<file path="src/rtl/pl_pkg.sv">
// Shared definitions for the elastic pipeline-stage register: state encoding and default widths.
package pl_pkg;

    localparam int unsigned PL_XLEN   = 32;
    localparam int unsigned PL_CTRL_W = 3;

    typedef enum logic [1:0] {
        PL_ST_EMPTY = 2'd0,
        PL_ST_ONE   = 2'd1,
        PL_ST_TWO   = 2'd2
    } pl_state_e;

endpackage

</file>
<file path="src/rtl/pl_sat_counter.sv">
// Saturating event counter: increments once per cycle with inc=1, sticks at all-ones.
module pl_sat_counter #(
    parameter int unsigned CNT_W = 16
) (
    input  logic             clk,
    input  logic             rst,
    input  logic             inc,
    output logic [CNT_W-1:0] count
);

    logic [CNT_W-1:0] count_d;
    logic [CNT_W-1:0] count_q;

    always_comb begin
        count_d = count_q;
        if (inc && (count_q != {CNT_W{1'b1}})) begin
            count_d = count_q + CNT_W'(1);
        end
    end

    always_ff @(posedge clk or posedge rst) begin
        if (rst) begin
            count_q <= '0;
        end else begin
            count_q <= count_d;
        end
    end

    assign count = count_q;

endmodule

</file>
<file path="src/rtl/pl_stage_reg.sv">
// Elastic pipeline-stage register: two-entry skid buffer, registered in_ready, flush-to-bubble.
// Optional stall/bubble statistics counters are built when PL_STAGE_STATS_EN is defined.
module pl_stage_reg
    import pl_pkg::*;
#(
    parameter int unsigned WIDTH  = PL_XLEN,
    parameter int unsigned CTRL_W = PL_CTRL_W,
    parameter int unsigned CNT_W  = 16
) (
    input  logic              clk,
    input  logic              rst,
    input  logic              clr,
    input  logic              in_valid,
    output logic              in_ready,
    input  logic [WIDTH-1:0]  in_data,
    input  logic [CTRL_W-1:0] in_ctrl,
    output logic              out_valid,
    input  logic              out_ready,
    output logic [WIDTH-1:0]  out_data,
    output logic [CTRL_W-1:0] out_ctrl
`ifdef PL_STAGE_STATS_EN
    ,
    output logic [CNT_W-1:0]  stall_cnt,
    output logic [CNT_W-1:0]  bubble_cnt
`endif
);

    if (CNT_W < 1) begin : g_cnt_w_chk
        $error("pl_stage_reg: CNT_W must be at least 1");
    end

    pl_state_e         state_d,     state_q;
    logic              in_ready_d,  in_ready_q;
    logic              out_valid_d, out_valid_q;
    logic [WIDTH-1:0]  main_data_d, main_data_q;
    logic [CTRL_W-1:0] main_ctrl_d, main_ctrl_q;
    logic [WIDTH-1:0]  skid_data_d, skid_data_q;
    logic [CTRL_W-1:0] skid_ctrl_d, skid_ctrl_q;
    logic              in_fire;
    logic              out_fire;

    assign in_fire  = in_valid & in_ready_q;
    assign out_fire = out_valid_q & out_ready;

    // Next state; vacated or flushed entries are zeroed so an invalid slot never carries ctrl bits.
    always_comb begin
        state_d     = state_q;
        main_data_d = main_data_q;
        main_ctrl_d = main_ctrl_q;
        skid_data_d = skid_data_q;
        skid_ctrl_d = skid_ctrl_q;

        if (clr) begin
            state_d     = PL_ST_EMPTY;
            main_data_d = '0;
            main_ctrl_d = '0;
            skid_data_d = '0;
            skid_ctrl_d = '0;
        end else begin
            case (state_q)
                PL_ST_EMPTY: begin
                    if (in_fire) begin
                        main_data_d = in_data;
                        main_ctrl_d = in_ctrl;
                        state_d     = PL_ST_ONE;
                    end
                end
                PL_ST_ONE: begin
                    if (in_fire && out_fire) begin
                        main_data_d = in_data;
                        main_ctrl_d = in_ctrl;
                    end else if (in_fire) begin
                        skid_data_d = in_data;
                        skid_ctrl_d = in_ctrl;
                        state_d     = PL_ST_TWO;
                    end else if (out_fire) begin
                        main_data_d = '0;
                        main_ctrl_d = '0;
                        state_d     = PL_ST_EMPTY;
                    end
                end
                PL_ST_TWO: begin
                    if (out_fire) begin
                        main_data_d = skid_data_q;
                        main_ctrl_d = skid_ctrl_q;
                        skid_data_d = '0;
                        skid_ctrl_d = '0;
                        state_d     = PL_ST_ONE;
                    end
                end
                default: begin
                    state_d     = PL_ST_EMPTY;
                    main_data_d = '0;
                    main_ctrl_d = '0;
                    skid_data_d = '0;
                    skid_ctrl_d = '0;
                end
            endcase
        end

        // Handshake flags are precomputed from the next state so both leave the stage from flops.
        in_ready_d  = (state_d != PL_ST_TWO);
        out_valid_d = (state_d != PL_ST_EMPTY);
    end

    always_ff @(posedge clk or posedge rst) begin
        if (rst) begin
            state_q     <= PL_ST_EMPTY;
            in_ready_q  <= 1'b1;
            out_valid_q <= 1'b0;
            main_data_q <= '0;
            main_ctrl_q <= '0;
            skid_data_q <= '0;
            skid_ctrl_q <= '0;
        end else begin
            state_q     <= state_d;
            in_ready_q  <= in_ready_d;
            out_valid_q <= out_valid_d;
            main_data_q <= main_data_d;
            main_ctrl_q <= main_ctrl_d;
            skid_data_q <= skid_data_d;
            skid_ctrl_q <= skid_ctrl_d;
        end
    end

    assign in_ready  = in_ready_q;
    assign out_valid = out_valid_q;
    assign out_data  = main_data_q;
    assign out_ctrl  = main_ctrl_q;

`ifdef PL_STAGE_STATS_EN
    pl_sat_counter #(
        .CNT_W (CNT_W)
    ) u_stall_cnt (
        .clk   (clk),
        .rst   (rst),
        .inc   (out_valid_q & ~out_ready),
        .count (stall_cnt)
    );

    pl_sat_counter #(
        .CNT_W (CNT_W)
    ) u_bubble_cnt (
        .clk   (clk),
        .rst   (rst),
        .inc   (~out_valid_q),
        .count (bubble_cnt)
    );
`endif

endmodule
</file>
<file path="config.mk">
export PLATFORM = sky130hd
export DESIGN_NAME = pl_stage_reg
export DESIGN_NICKNAME = d
export VERILOG_FILES = /design/src/rtl/pl_pkg.sv /design/src/rtl/pl_sat_counter.sv /design/src/rtl/pl_stage_reg.sv
export SDC_FILE = /design/constraint.sdc
export NUM_CORES = 1
export LEC_CHECK = 0
export CAP_MARGIN = 20
export CORE_ASPECT_RATIO = 0.5
export CORE_UTILIZATION = 30
export DETAILED_ROUTE_END_ITERATION = 8
export PLACE_DENSITY = 0.65
export SYNTH_ARGS = -nofsm -noshare
export SYNTH_HDL_FRONTEND = slang
export SYNTH_SLANG_ARGS = --single-unit
</file>
<file path="constraint.sdc">
create_clock -name clk -period 2.25 [get_ports clk]
set_input_delay 0.45 -clock clk [delete_from_list [all_inputs] [get_ports clk]]
set_output_delay 0.45 -clock clk [all_outputs]
set_load 0.01 [all_outputs]
</file>
Word-level counts from Yosys, hierarchy flattened
Index checks and enable logic that the tools add are counted.
{"block": "op_classes", "n_eq_ne": 10, "mux": 27, "n_bitwise": 2, "n_reduce_logical": 5}
{"operator": "$mux 32", "n": 8}
{"operator": "$pmux 32 s3", "n": 2}
{"operator": "$mux 3", "n": 8}
{"operator": "$pmux 3 s3", "n": 2}
{"operator": "$mux 2", "n": 6}
{"operator": "$ne 3x3->1 const B", "n": 4}
{"operator": "$ne 4x4->1 const B", "n": 2}
{"operator": "$reduce_and 4->1", "n": 2}
{"operator": "$pmux 2 s3", "n": 1}
{"operator": "$ne 2x2->1 const B", "n": 2}
{"operator": "$and 1x1->1", "n": 2}
{"operator": "$eq 2x1->1 const B", "n": 1}
{"operator": "$eq 2x2->1 const B", "n": 1}
{"operator": "$logic_not 2->1", "n": 1}
{"operator": "$reduce_bool 2->1", "n": 1}
{"operator": "$logic_and 1x1->1", "n": 1}
{"block": "totals", "word_cells": 51, "reg_bits": 74, "out_inout_bits": 37, "inputBits": 40}

Logic depth before layout (Yosys ltp)
Gate-level depths: netlist (run 1).
{"block": "logic_depth", "word_depth": 7, "mapped_depth": 7, "mapped_depth_nobuf": 4}

Worst setup path after synthesis (run 1)
No wires, ideal clock.
{"block": "synth_timing", "path_kind": "flip-flop to flip-flop", "startpoint": "register out_valid_q, in the netlist out_valid", "endpoint": "register main_data_q[16], in the netlist out_data[16]", "setup_ps": 132, "arrival_ps": 1394, "stages_incl_launch_ff": 7, "path_slack_ps": 724, "required_ps": 2118, "path_buffers": 2, "period_less_slack_ps": 1526, "cell_sequence": "dfrtp_1 buf_2 and2_1 o32ai_4 buf_6 a22oi_1 nor2_1"}
{"block": "synth_via", "elab_chain_cells": 5, "elab_cells_between_ends": 9, "cone_classes": "3 x eq/ne; 3 x mux; 1 x bitwise; 2 x reduce/logical"}
{"item": "from (decl)", "line_no": "pl_stage_reg.sv:34", "text": "logic out_valid_d, out_valid_q;"}
{"item": "from (signal assigned)", "line_no": "pl_stage_reg.sv:118", "text": "out_valid_q <= out_valid_d;"}
{"item": "$and 1x1->1 *", "line_no": "pl_stage_reg.sv:43", "text": "assign out_fire = out_valid_q & out_ready;"}
{"item": "$logic_and 1x1->1", "line_no": "pl_stage_reg.sv:69", "text": "if (in_fire && out_fire) begin"}
{"item": "$mux 32", "line_no": "pl_stage_reg.sv:69"}
{"item": "$pmux 32 s3", "line_no": "pl_stage_reg.sv:60", "text": "case (state_q)"}
{"item": "$mux 32", "line_no": "pl_stage_reg.sv:53", "text": "if (clr) begin"}
{"item": "to (signal assigned)", "line_no": "pl_stage_reg.sv:119", "text": "main_data_q <= main_data_d;"}
{"item": "to (decl)", "line_no": "pl_stage_reg.sv:35", "text": "logic [WIDTH-1:0] main_data_d, main_data_q;"}
Every way passes the cells marked *; elsewhere a longest branch is shown, timed or not.
A chain may end at the register's enable or synchronous reset.

Worst setup path after layout (run 1)
{"block": "layout_timing", "startpoint": "input out_ready", "endpoint": "register skid_data_q[14]"}
{"block": "layout_via", "elab_chain_cells": 4, "elab_cells_between_ends": 5, "cone_classes": "2 x eq/ne; 1 x bitwise; 2 x reduce/logical"}
{"item": "from (decl)", "line_no": "pl_stage_reg.sv:18", "text": "input logic out_ready,"}
{"item": "$and 1x1->1 *", "line_no": "pl_stage_reg.sv:43"}
{"item": "$logic_and 1x1->1", "line_no": "pl_stage_reg.sv:69"}
{"item": "$ne 3x3->1 (no source line)"}
{"item": "$reduce_and 4->1 (no source line) *"}
{"item": "to (signal assigned)", "line_no": "pl_stage_reg.sv:121", "text": "skid_data_q <= skid_data_d;"}
{"item": "to (decl)", "line_no": "pl_stage_reg.sv:37", "text": "logic [WIDTH-1:0] skid_data_d, skid_data_q;"}
Marks and branches as above.

==> reports/metrics.yaml, run 1 <==
die_w_um: 164
placement.cell_area_um2: 4890
fin_nets: 530
p_total_w: 0.00396
rsz0062_at_grt: "no"
fin_area_um2: 5180
htreeDepth: 3
fp-row-count: 29
final_cell_mix: "75 x clkdlybuf4s50_1, 72 x dfrtp_1, 39 x nand2_1"
max_freq_mhz: 508
skew_ns: 0.00671
portBuffers: 76
antenna_left: 0
worst_slew_pin_slew_ns: 0.743
cts_buffers: 9
netlist_area_um2: 3920
antenna_cells: 0
setup_viol: 0
postCtsHoldBufs: 0
clk_path_buf_depth: 2
cap_violations: 0
yosys_warnings: 0
die_area_um2: 13600
num_io_pins: 77
p_leak_nw: 2.00
tns_ns: 0
avgSynthCellArea_um2: 9.23
seqPwrFrac_pct: 38.0
die_h_um: 82.8
core_um2: 12700
whs_ns: 0.526
grt_overflow: 0
critPathKind: "primary input to register"
hold_viol: 0
synth_edf_count: 0
grt_pass1_vias: 3395
fin_crit_ns: 1.97
hold_path_class: "register to register"
slew_violations: 0
switchingPower_w: 0.00119
required_ns: 2.51
synth_cells: 425
netSwitchingFraction_pct: 30.0
cts_tree: "done"
drt-vias-per-instance: 5.40
power_frac_clock_pct: 35.1
postCtsSetupRepairBufs: 0
end_kind: "register"
drtIter0Drc: 331
setup_slack_ns: 0.283
async_flop_share_pct: 100
slew_headroom_pct: 50.4
intPower_w: 0.00277
clk_pin_slew_ns: 0.06
place.gp.congestion: 0.795
peakVddDrop_mv: 0.377
cp.arrival_ns: 2.22
post_cts_resized: 0
syn_to_final_growth_pct: 32.1
grt_usage_pct: 16.7
drive_gt1_share_pct: 9.72
pwr-share-comb_pct: 26.8
status: "finished clean"
avgRoutedWirePerCell_um: 16.2
seq_area_frac_synth_pct: 47.3
final_common_cell: "clkdlybuf4s50_1"
fillers: 1253
ys_ff_latch: 74
vias: 3585
drt_pass1_iterations: 5
grt_pass1_wl_um: 17800
start_util_pct: 30.9
fin_crit_sh_pct: 87.4
dp_hpwl_um: 6990
yosysUniqueCellTypes: 35
clock-sinks: 74
dpl_worst_slack_ns: -0.00177
synth_top_cell_area_share_pct: 46.6
synth_nets: 465
synth_area_leaders: "dfrtp_1 47%, mux2i_1 8.9%, a22oi_1 6.5%, o22ai_1 5.4%, a21oi_1 4.7%"
start_kind: "primary input"
totalWireLength_um: 10800
clkLatencyLatePin_ns: 0.34
power.density_nw_per_um2: 765
grt_max_degree: 75
synthFlopType: "dfrtp_1"
cp_max_fo: 35
antenna_found_initial: 0
synth_top_area_cell: "dfrtp_1"
clock_tree.root_cell: "clkbuf_16"
drc: 0
==> sequential cells by signal (all words and copies together), names as in the netlist <==
name and count:
out_valid 1, state_q 2, out_ctrl 3, skid_ctrl_q 3, in_ready 1, skid_data_q 32
out_data 32
==> metal layers <==
metal  GRT usage [%]  wire length (um)  vias up
li1                -                 -     1680
met1            22.5              5140     1794
met2            26.3              5020      100
met3            3.70               487       11
met4            5.72               142        0
met5               0                 0        -
==> synthesized netlist by cell type (2+ instances only) <==
master and number:
dfrtp_1 73, nand2_1 39, a21oi_1 37, nor2_1 36, mux2i_1 35, a22oi_1 34, nand3_1 34, o22ai_1 34
o21ai_0 31, clkbuf_1 24, buf_2 9, buf_4 6, o21ai_1 5, buf_6 4, and2_1 2, inv_1 2
nand2b_1 2
==> area by class of cell <==
| cell class | instances | area [um^2] | share of cell area (%) |
|---|---|---|---|
| multi-input combinational | 304 | 1830 | 35.4 |
| clock buffer | 14 | 284 | 5.48 |
| clock inverter | 1 | 7.51 | 0.145 |
| sequential | 74 | 1850 | 35.8 |
| tap | 170 | 213 | 4.11 |
| timing repair buffer | 99 | 978 | 18.9 |
| inverter | 2 | 11.3 | 0.217 |
==> power groups by stage <==
stage	sequential [W]	clock, W	combinational, W
floorplan	0.00154	0	0.000628
global route	0.00152	0.00148	0.00116
CTS	0.00151	0.00142	0.00107
detailed placement	0.00153	0	0.00106
finish	0.00151	0.00139	0.00106
global placement	0.00153	0	0.00106
==> path summary, 6_finish.rpt <==
| path | startpoint | endpoint | slack (ns) | depth (start not counted) |
|---|---|---|---|---|
| max in group asynchronous | rst | in_ready$_DFF_PP1_ | 1.34 | 3 |
| hold reg to reg | out_data[30]$_DFFE_PP0P_ | out_data[30]$_DFFE_PP0P_ | 0.53 | 2 |
| setup / recovery | out_ready | skid_data_q[14]$_DFFE_PP0P_ | 0.28 | 5 |
| min in group asynchronous | rst | out_data[26]$_DFFE_PP0P_ | 0.58 | 3 |
| hold / removal | out_data[30]$_DFFE_PP0P_ | out_data[30]$_DFFE_PP0P_ | 0.53 | 2 |
| setup reg to reg | state_q[0]$_DFF_PP0_ | skid_data_q[14]$_DFFE_PP0P_ | 0.36 | 4 |
==> kinds of logic (layout without fill, tap and decap cells) <==
logic type                count (synthesis)  after routing  share of synthesized area (%)
muxes                                    35             35                           8.93
xor gates and xnor gates                  1              1                          0.223
AOI/OAI and AO/OA                       148            148                           23.6
buffers and inverters                    47            116                           6.16
DFF                                      74             74                           47.3
and+or+nand+nor                         120            120                           13.8
==> stage by stage <==
stage                     instances  util, %
after floorplan                 425        -
after global placement          649     38.5
after detailed placement        649     38.5
after CTS                       664     40.8
after global routing            664     40.8
final                           664     40.8
==> worst max-delay path, cell delays in order <==
cell and delay, ns:
clkdlybuf4s50_1 0.50, and2_1 0.26, nor2_4 0.60, o21ai_0 0.22, a21oi_1 0.20
Power figures use the tool's default switching activity.
==> inputs of run 2 (changes only) <==
--- a/config.mk
+++ b/config.mk
@@ -9,7 +9,7 @@
 export CORE_ASPECT_RATIO = 0.5
 export CORE_UTILIZATION = 30
 export DETAILED_ROUTE_END_ITERATION = 8
-export PLACE_DENSITY = 0.65
+export PLACE_DENSITY = 0.53
 export SYNTH_ARGS = -nofsm -noshare
 export SYNTH_HDL_FRONTEND = slang
 export SYNTH_SLANG_ARGS = --single-unit
==> reports/metrics.yaml, run 2 (synthesized netlist as in run 1, its figures left out) <==
die_area_um2: 13600  # unchanged
clk_path_buf_depth: 2  # unchanged
clkLatencyLatePin_ns: 0.34  # about the same
setup_viol: 0  # unchanged
path_cells: "clkdlybuf4s50_1 > and2_1 > nor2_4 > o21ai_0 > a21oi_1"
drtIter0Drc: 231  # -30%
final_cell_mix: "75 x clkdlybuf4s50_1, 71 x dfrtp_1, 39 x nand2_1"
skew_ns: 0.00906  # +0.00235 ns
status: "finished clean"
htreeDepth: 3  # unchanged
hold_end: "out_data[22]$_DFFE_PP0P_"
fin_area_um2: 5190  # +0.22%
final_util_pct: 40.9  # +0.089 points
die_w_um: 164  # unchanged
avgRoutedWirePerCell_um: 16.7  # +2.6%
num_io_pins: 77  # unchanged
clock_tree.root_cell: "clkbuf_16"
end_kind: "register"
slew_violations: 0  # unchanged
clock-sinks: 74  # unchanged
fin_crit_sh_pct: 87.4  # about the same
power.density_nw_per_um2: 775  # +1.4%
dp_hpwl_um: 7080  # +1.3%
hold_path_class: "primary input to register"
grt_pass1_vias: 3406  # +0.32%
drc: 0  # unchanged
post_cts_resized: 0  # unchanged
cts_buffers: 9  # unchanged
antenna_found_initial: 0  # unchanged
start_kind: "primary input"
vias: 3442  # -4.0%
whs_ns: 0.480  # -0.0457 ns
die_h_um: 82.8  # unchanged
grt_usage_pct: 17.3  # +0.59 points
grt_max_degree: 75  # unchanged
regArea_um2: 1860  # about the same
start_util_pct: 30.9  # unchanged
drt_pass1_iterations: 4  # -1
worst_slew_pin_slew_ns: 0.759  # +0.0165 ns
cp_max_fo: 35  # unchanged
drt-vias-per-instance: 5.17  # -4.3%
cts_tree: "done"
core_um2: 12700  # unchanged
totalWireLength_um: 11100  # +2.9%
rrSetupSlack_ns: 0.48  # +0.12 ns
fin_crit_ns: 1.97  # +0.000338 ns
syn_to_final_growth_pct: 32.4
hold_viol: 0  # unchanged
required_ns: 2.51  # about the same
grt_pass1_wl_um: 18500  # +3.9%
max_freq_mhz: 508  # about the same
cpMaxStageDelayCell: "nor2_4"
critPathKind: "primary input to register"
slew_headroom_pct: 49.3  # -1.1 points
rsz0062_at_grt: "no"
postCtsSetupRepairBufs: 0  # unchanged
fp-row-count: 29  # unchanged
place.gp.congestion: 0.750  # -5.6%
r2r_start: "out_valid$_DFF_PP0_"
cp.arrival_ns: 2.22  # about the same
placement.cell_area_um2: 4890  # +0.10%
multiInputGateArea_um2: 1840  # +0.48%
final_common_cell: "clkdlybuf4s50_1"
fin_nets: 531  # +0.19%
r2r_cells: 4  # unchanged
antenna_cells: 0  # unchanged
antenna_left: 0  # unchanged
clk_pin_slew_ns: 0.06  # about the same
fillers: 1270  # +1.4%
worstHoldStart: "clr"
drive_gt1_share_pct: 10.3  # +0.57 points
grt_overflow: 0  # unchanged
hold_depth: 2  # unchanged
crit_path_max_incr_delay_ns: 0.60  # about the same
portBuffers: 76  # unchanged
p_leak_nw: 2.00  # about the same
postCtsHoldBufs: 0  # unchanged
peakVddDrop_mv: 0.421  # +12%
cap_violations: 0  # unchanged
timing.rr.end: "skid_data_q[16]$_DFFE_PP0P_"
run 2: area by class of cell:
class                      instances  area share [%]
sequential                        74            35.7
clock buffer                      11            4.67
clock inverter                     5            1.06
tap                              170            4.10
inverter                           2           0.217
multi-input combinational        304            35.5
timing repair buffer             100            18.7
run 2: critical path, delay by kind of cell:
family / cells / cell delay, ns
compound gates: 2 / 0.35
buf+inv: 1 / 0.53
simple gates: 2 / 0.87
run 2: routing by layer:
metal / GRT usage, % / vias up / share of wire, %
met5: 0 / - / 0
met4: 4.12 / 0 / 0.99
met3: 4.30 / 10 / 3.8
met2: 25.6 / 56 / 44
met1: 25.1 / 1697 / 51
li1: - / 1679 / -
run 2: where the power goes:
part,switching (W),internal [W]
registers,0.0000842,0.00144
clock network,0.000560,0.000885
logic,0.000582,0.000479
total,0.00123,0.00280
run 2: through the flow:
stage	cells	power, W	setup slack (ns)	TNS (ns)
floorplan	425	0.00217	0.724	0
global placement	650	0.00261	-0.00662	-0.0118
detailed placement	650	0.00261	-0.0377	-0.352
CTS	666	0.00408	0.268	0
global route	666	0.00424	0.123	0
finish	666	0.00403	0.283	0
run 2: how the worst max path moves through the flow:
stage | startpoint | endpoint | slack (ns) | depth (start not counted)
floorplan | out_valid$_DFF_PP0_ | out_data[16]$_DFFE_PP0P_ | 0.72 | 6
CTS | in_ready$_DFF_PP1_ | in_ready | 0.27 | 1
global placement | out_ready | skid_data_q[8]$_DFFE_PP0P_ | -0.007 | 5
global route | out_ready | skid_data_q[16]$_DFFE_PP0P_ | 0.12 | 5
detailed placement | out_ready | skid_data_q[3]$_DFFE_PP0P_ | -0.04 | 5
finish | out_ready | skid_data_q[16]$_DFFE_PP0P_ | 0.28 | 5
